`src/rtl/debounced_edge_detector_pkg.sv`:
```
// Shared constants for the debounced edge detector and its synchroniser.
package debounced_edge_detector_pkg;

  localparam logic HIGH = 1'b1;
  localparam logic LOW  = 1'b0;
  localparam logic YES  = 1'b1;
  localparam logic NO   = 1'b0;

endpackage : debounced_edge_detector_pkg

```
`src/rtl/debounced_edge_detector_sync_2ff.sv`:
```
// Two-flop synchroniser for a single asynchronous bit. Both flops reset to
// RESET_LEVEL so an idle line does not look like a transition after reset.
module sync_2ff #(
  parameter logic RESET_LEVEL = 1'b1
) (
  input  logic clk,
  input  logic reset_low,
  input  logic d_i,
  output logic q_o
);

  logic sync1_q;
  logic sync2_q;

  // NOTE: clocked state uses non-blocking (<=) so every flop samples the
  // pre-edge value of its source; blocking here would collapse the chain.
  always_ff @(posedge clk or negedge reset_low) begin
    if (!reset_low) begin
      sync1_q <= RESET_LEVEL;
      sync2_q <= RESET_LEVEL;
    end else begin
      sync1_q <= d_i;
      sync2_q <= sync1_q;
    end
  end

  assign q_o = sync2_q;

endmodule : sync_2ff

```
`src/rtl/debounced_edge_detector.sv`:
```
// Synchronise, debounce and edge-detect one noisy asynchronous input line.
// level flips only after CYCLES consecutive edges of disagreement.
module debounced_edge_detector
  import debounced_edge_detector_pkg::*;
#(
  parameter int unsigned CYCLES      = 255,
  parameter logic        RESET_LEVEL = 1'b1
) (
  input  logic clk,
  input  logic reset_low,
  input  logic bit_in,
  output logic level,
  output logic pos_edge,
  output logic neg_edge,
  output logic any_edge
);

  localparam int unsigned CNT_W = $clog2(CYCLES + 1);
  localparam logic [CNT_W-1:0] LAST_COUNT = CNT_W'(CYCLES - 1);

  logic             sync_bit;
  logic [CNT_W-1:0] count_q, count_d;
  logic             level_q, level_d;
  logic             level_prev_q;

  sync_2ff #(
    .RESET_LEVEL (RESET_LEVEL)
  ) u_sync (
    .clk       (clk),
    .reset_low (reset_low),
    .d_i       (bit_in),
    .q_o       (sync_bit)
  );

  // NOTE: every signal assigned here gets a default first, so no path
  // leaves it unassigned and no latch is inferred.
  always_comb begin
    count_d = '0;
    level_d = level_q;
    if (sync_bit == level_q) begin
      count_d = '0;
    end else if (count_q == LAST_COUNT) begin
      level_d = sync_bit;
      count_d = '0;
    end else begin
      count_d = count_q + CNT_W'(1);
    end
  end

  // NOTE: the async reset clears the partial count too, so a reset in the
  // middle of a debounce window can never release straight into an edge.
  always_ff @(posedge clk or negedge reset_low) begin
    if (!reset_low) begin
      count_q      <= '0;
      level_q      <= RESET_LEVEL;
      level_prev_q <= RESET_LEVEL;
    end else begin
      count_q      <= count_d;
      level_q      <= level_d;
      level_prev_q <= level_q;
    end
  end

  // Strobes are high only in the first cycle level shows its new value.
  assign level    = level_q;
  assign pos_edge = (level_q == HIGH) && (level_prev_q == LOW);
  assign neg_edge = (level_q == LOW)  && (level_prev_q == HIGH);
  assign any_edge = pos_edge | neg_edge;

endmodule : debounced_edge_detector

```
`config.mk`:
```
export PLATFORM = sky130hd
export DESIGN_NAME = debounced_edge_detector
export DESIGN_NICKNAME = d
export VERILOG_FILES = /design/src/rtl/debounced_edge_detector_pkg.sv /design/src/rtl/debounced_edge_detector_sync_2ff.sv /design/src/rtl/debounced_edge_detector.sv
export SDC_FILE = /design/constraint.sdc
export NUM_CORES = 1
export LEC_CHECK = 0
export ABC_CLOCK_PERIOD_IN_PS = 3000
export BUFFER_PORTS_ARGS = -buffer_cell sky130_fd_sc_hd__buf_2
export CAP_MARGIN = 20
export CORE_AREA = 2 2 39 41
export CTS_BUF_LIST = sky130_fd_sc_hd__clkbuf_4
export CTS_CLUSTER_DIAMETER = 50
export DETAILED_ROUTE_END_ITERATION = 10
export DIE_AREA = 0 0 41 43
export SLEW_MARGIN = 20
export SYNTH_ARGS = -nofsm -noshare
export SYNTH_HDL_FRONTEND = slang
export SYNTH_HIERARCHICAL = 1
export SYNTH_SLANG_ARGS = --single-unit
```
`constraint.sdc`:
```
create_clock -name clk -period 3 [get_ports clk]
set_input_delay 0.15 -clock clk [delete_from_list [all_inputs] [get_ports clk]]
set_output_delay 0.15 -clock clk [all_outputs]
set_load 0.1 [all_outputs]
```
== Word-level counts from Yosys, hierarchy flattened ==
Index checks and enable logic that the tools add are counted.

* Multiplexer cells: 2
* Multipliers: 0
* Add/sub/neg operators: 1
* Order comparisons: 0
* Reductions and logical operators: 3
* Div/mod/pow operators: 0
* Equality and inequality tests: 2
* Bitwise gates (word level): 4
* Shift-type cells: 0

{| class="wikitable"
|+ Operators by type and width
! operator !! count
|-
| $mux 8 || 2
|-
| $add 8x1->8 const B || 1
|-
| $eq 8x8->1 const B || 1
|-
| $not 1->1 || 3
|-
| $logic_and 1x1->1 || 2
|-
| $reduce_and 2->1 || 1
|-
| $eq 1x1->1 || 1
|-
| $or 1x1->1 || 1
|}

* Memories: 0
* Register bits after elaboration: 12
* Bits in writable memories: 0
* Bits in latches: 0
* Input bits: 3
* Output and inout bits: 4
* Memory bits (read-only): 0
* Word-level logic and storage cells: 17

== Longest topological paths before layout ==
* Depth after elaboration: 3
* Mapped depth: 5
* Mapped depth without buffers: 5

== By module ==
Netlist, hierarchy kept.

{| class="wikitable"
|+ Modules (own cells, without submodules)
! module !! area each (sq um) !! cells each !! instances
|-
| debounced_edge_detector || 514.2 || 48 || 1
|-
| sync_2ff || 52.6 || 2 || 1
|}

== Least setup slack after synthesis ==
No wires, ideal clock.

* Path kind: flip-flop to output port
* Start: register level_q (netlist: level)
* End: output port any_edge
* Path slack: 993 ps
* Arrival: 1857 ps
* Path buffers: 0
* Cell stages (with the launch flop): 4
* Cell sequence: dfstp_2 inv_1 ha_1 inv_1

* Word-level cells in the longest chain between the ends: 3
* Elaborated cells on any way between the ends: 4

{| class="wikitable"
|+ Ends and longest elaborated chain
! element !! RTL line !! text
|-
| start: declaration || debounced_edge_detector.sv:23 || <nowiki>logic level_q, level_d;</nowiki>
|-
| start signal: assignment || debounced_edge_detector.sv:59 || <nowiki>level_q <= level_d;</nowiki>
|-
| $not 1->1 || debounced_edge_detector.sv:67 || <nowiki>assign neg_edge = (level_q == LOW) && (level_prev_q == HIGH);</nowiki>
|-
| $logic_and 1x1->1 || debounced_edge_detector.sv:67 ||
|-
| $or 1x1->1 * || debounced_edge_detector.sv:68 || <nowiki>assign any_edge = pos_edge | neg_edge;</nowiki>
|-
| end: declaration || debounced_edge_detector.sv:15 || <nowiki>output logic any_edge</nowiki>
|}

Every way passes the cells marked *; elsewhere a longest branch is shown, timed or not.

== Final worst setup path ==
Ends and elaborated chain as after synthesis.

==> metrics.txt <==
status=completed; combinational share of power=0.061; Initial DRT Pass Iterations=1; slew margin rel.=0.679; crit path time final=roughly 1.8 ns; Leak=0.000326 uW; Int Pwr=between 200 and 250 uW; CTS tree=done; PwrDens=around 450 nW/um^2; H-tree depth=1; Final period util=0.604; GPL Wtd Cong=between 0.7 and 0.8; commonest non-fill, non-tap cell in the layout=dfrtp_1; Tot GR Track Use=0.145; post-synthesis sequential area ratio=0.539; Mapped Area=~570 um^2; most frequent cells in the layout=8 x dfrtp_1, 7 x nor2_1, 6 x inv_1, 6 x buf_2; layout cell share with drive strength beyond 1=0.242; RSZ-0062 raised after global routing=no; Area Overhead vs Synth=17.0%; first-pass GRT wire length=between 1500 and 2000 um; Vias=about 380; Synth area leaders=dfrtp_1 35%, dfstp_2 19%, ha_1 8.8%; drt first-iter violations=0; sequential power share=0.585; maximum number of pins on one net before global-route repair=13; clock root buffer=clkbuf_4; Final ANT Viol Nets=0; switch share=0.245; initial antenna violation count=0; drt total wl=slightly above 900 um; Hold Crit Class=in2async; grt total ovfl=0; nets@finish=70; Critical Path AT=1.66 ns; post-synthesis instance total=50; final hold violation count=0; clock transition at the registers of the reported paths=~0.08 ns; switching power=approximately 72 uW; Yosys cell types=21; RR Endpoint=count_q[3]$_DFF_PN0_; Initial Util=0.410; vias in the first global route=between 400 and 500; Crit-path slowest cell=dfstp_2; clk buf depth=2; Clk Latency, worst-skew pair=0.28 ns; Yosys reg bits=12; peak supply drop=roughly 270 uV; HPWL after DPL=around 600 um; most frequent CP cell=inv_1; Reg2Reg Launch Point=count_q[0]$_DFF_PN0_; Fin Setup TNS=0 ns; crit path capture type=output port; Synth warnings=6; max-slew violation count=0; port buffer count=6; die area=1760 um^2; clock network power share=0.354; clock skew=between 0.002 and 0.0025 ns; Die Y=around 43 um; clock tree sinks=12; Core Util, Final=0.479; # diodes=0; max-cap violation count=0; Via density=4.90; internal reg-to-reg setup slack=1.59 ns; critical-path maximum fanout=6; endpoints failing setup=0; critical path's largest stage delay=between 0.5 and 0.6 ns; CTS buffer count=3; area leader, netlist=dfrtp_1; Top Ports=7; share of the synthesized area in the top cell type=0.353; row count=14; # DRC=0; Die X=41 um; Worst Setup Start Kind=register; wire length per cell=~12 um; Max Clk Rate=between 500 and 600 MHz; actual slew at the worst max-slew pin=a little under 0.5 ns; Cell Chain, Critical Path=inv_1 -> ha_1 -> inv_1 -> buf_2; total core area=~1400 um^2; syn avg cell area=11.3 um^2; Crit Path Class=reg2out; R2R cell count=5; Worst Path Required=about 2.9 ns; Synthesized Nets=57
## power groups by stage
stage          sequential (uW)  clock [uW]  combinational [uW]
6_report                   173         105                18.2
5_1_grt                    174         116                20.9
3_3_place_gp               176           0                16.1
3_5_place_dp               176           0                16.1
2_1_floorplan              175           0                9.65
4_1_cts                    173         109                18.3
## repair_timing
action | 4_1_cts | 5_1_grt
hold buffers | 2 | 0
buffers inserted | 0 | 0
endpoints found under the setup margin | 0 | 0
hold endpoints to repair | 13 | 0
resized for setup | 0 | 0
## synthesized netlist by cell type (all sizes together)
master and instances:
ha 4, nand3 4, nor2 7, o21ai 2, inv 6, a21oi 1, nand4 1, dfrtp 8
mux2 1, o21a 1, a31oi 1, o311a 1, xor2 3, xnor2 1, nor4 1, dfstp 4
o211a 1, a21o 1, o31a 1, nand2 1
## state kept, by name, summed over array words and instances, names as in the netlist
| name | count |
|---|---|
| level | 1 |
| count_q | 8 |
| u_sync/q_o | 1 |
| u_sync/sync1_q | 1 |
| level_prev_q | 1 |
## area by class of cell
cell class / instances / area [um^2]
inverters: 6 / 22.5
fillers: 131 / 721
flip-flops and latches: 12 / 305
repair buffers: 8 / 50.0
multi-input cells: 32 / 239
clock inverters: 1 / 3.75
clock buffers: 3 / 22.5
well taps: 16 / 20.0
## stage by stage
stage | setup WS, ns | hold slack (ns) | power, uW | std cells | area, um^2
finish | 1.19 | 0.278 | 296 | 78 | 663
global route | 1.12 | 0.293 | 311 | 78 | 663
CTS | 1.17 | 0.263 | 301 | 78 | 663
detailed placement | 1.48 | 0.0349 | 192 | 72 | 617
global placement | 1.51 | 0.0377 | 192 | 72 | 617
floorplan | 0.993 | -0.146 | 185 | 50 | 567
## worst max-delay path: cells and delay by family, from the launching register on
| kind | cells | cell delay, ns |
|---|---|---|
| buffers and inverters | 3 | 0.51 |
| adders and majority gates | 1 | 0.29 |
| DFF | 1 | 0.59 |
## worst max-delay path by stage
stage | from | to | slack [ns] | cells past startpoint
CTS | level$_DFFE_PN1P_ | any_edge | 1.17 | 4
finish | level$_DFFE_PN1P_ | any_edge | 1.19 | 4
global route | level$_DFFE_PN1P_ | any_edge | 1.12 | 4
floorplan | level$_DFFE_PN1P_ | any_edge | 0.99 | 3
detailed placement | level$_DFFE_PN1P_ | any_edge | 1.48 | 4
global placement | level$_DFFE_PN1P_ | any_edge | 1.51 | 4
## kinds of logic after synthesis
logic type | synth area share
compound gates | 0.115
flops | 0.539
fa+ha+maj | 0.0883
mux | 0.0199
xor+xnor | 0.0618
buf+inv | 0.0397
simple gates | 0.137
## layer usage
layer / up-vias / part of all wire / track usage
met5: - / 0 / 0
met3: 2 / 0.034 / 0.0157
met1: 180 / 0.46 / 0.174
met4: 0 / 0.027 / 0.120
met2: 7 / 0.48 / 0.219
li1: 193 / - / -
Note: power is estimated with default switching activity, not from simulation.
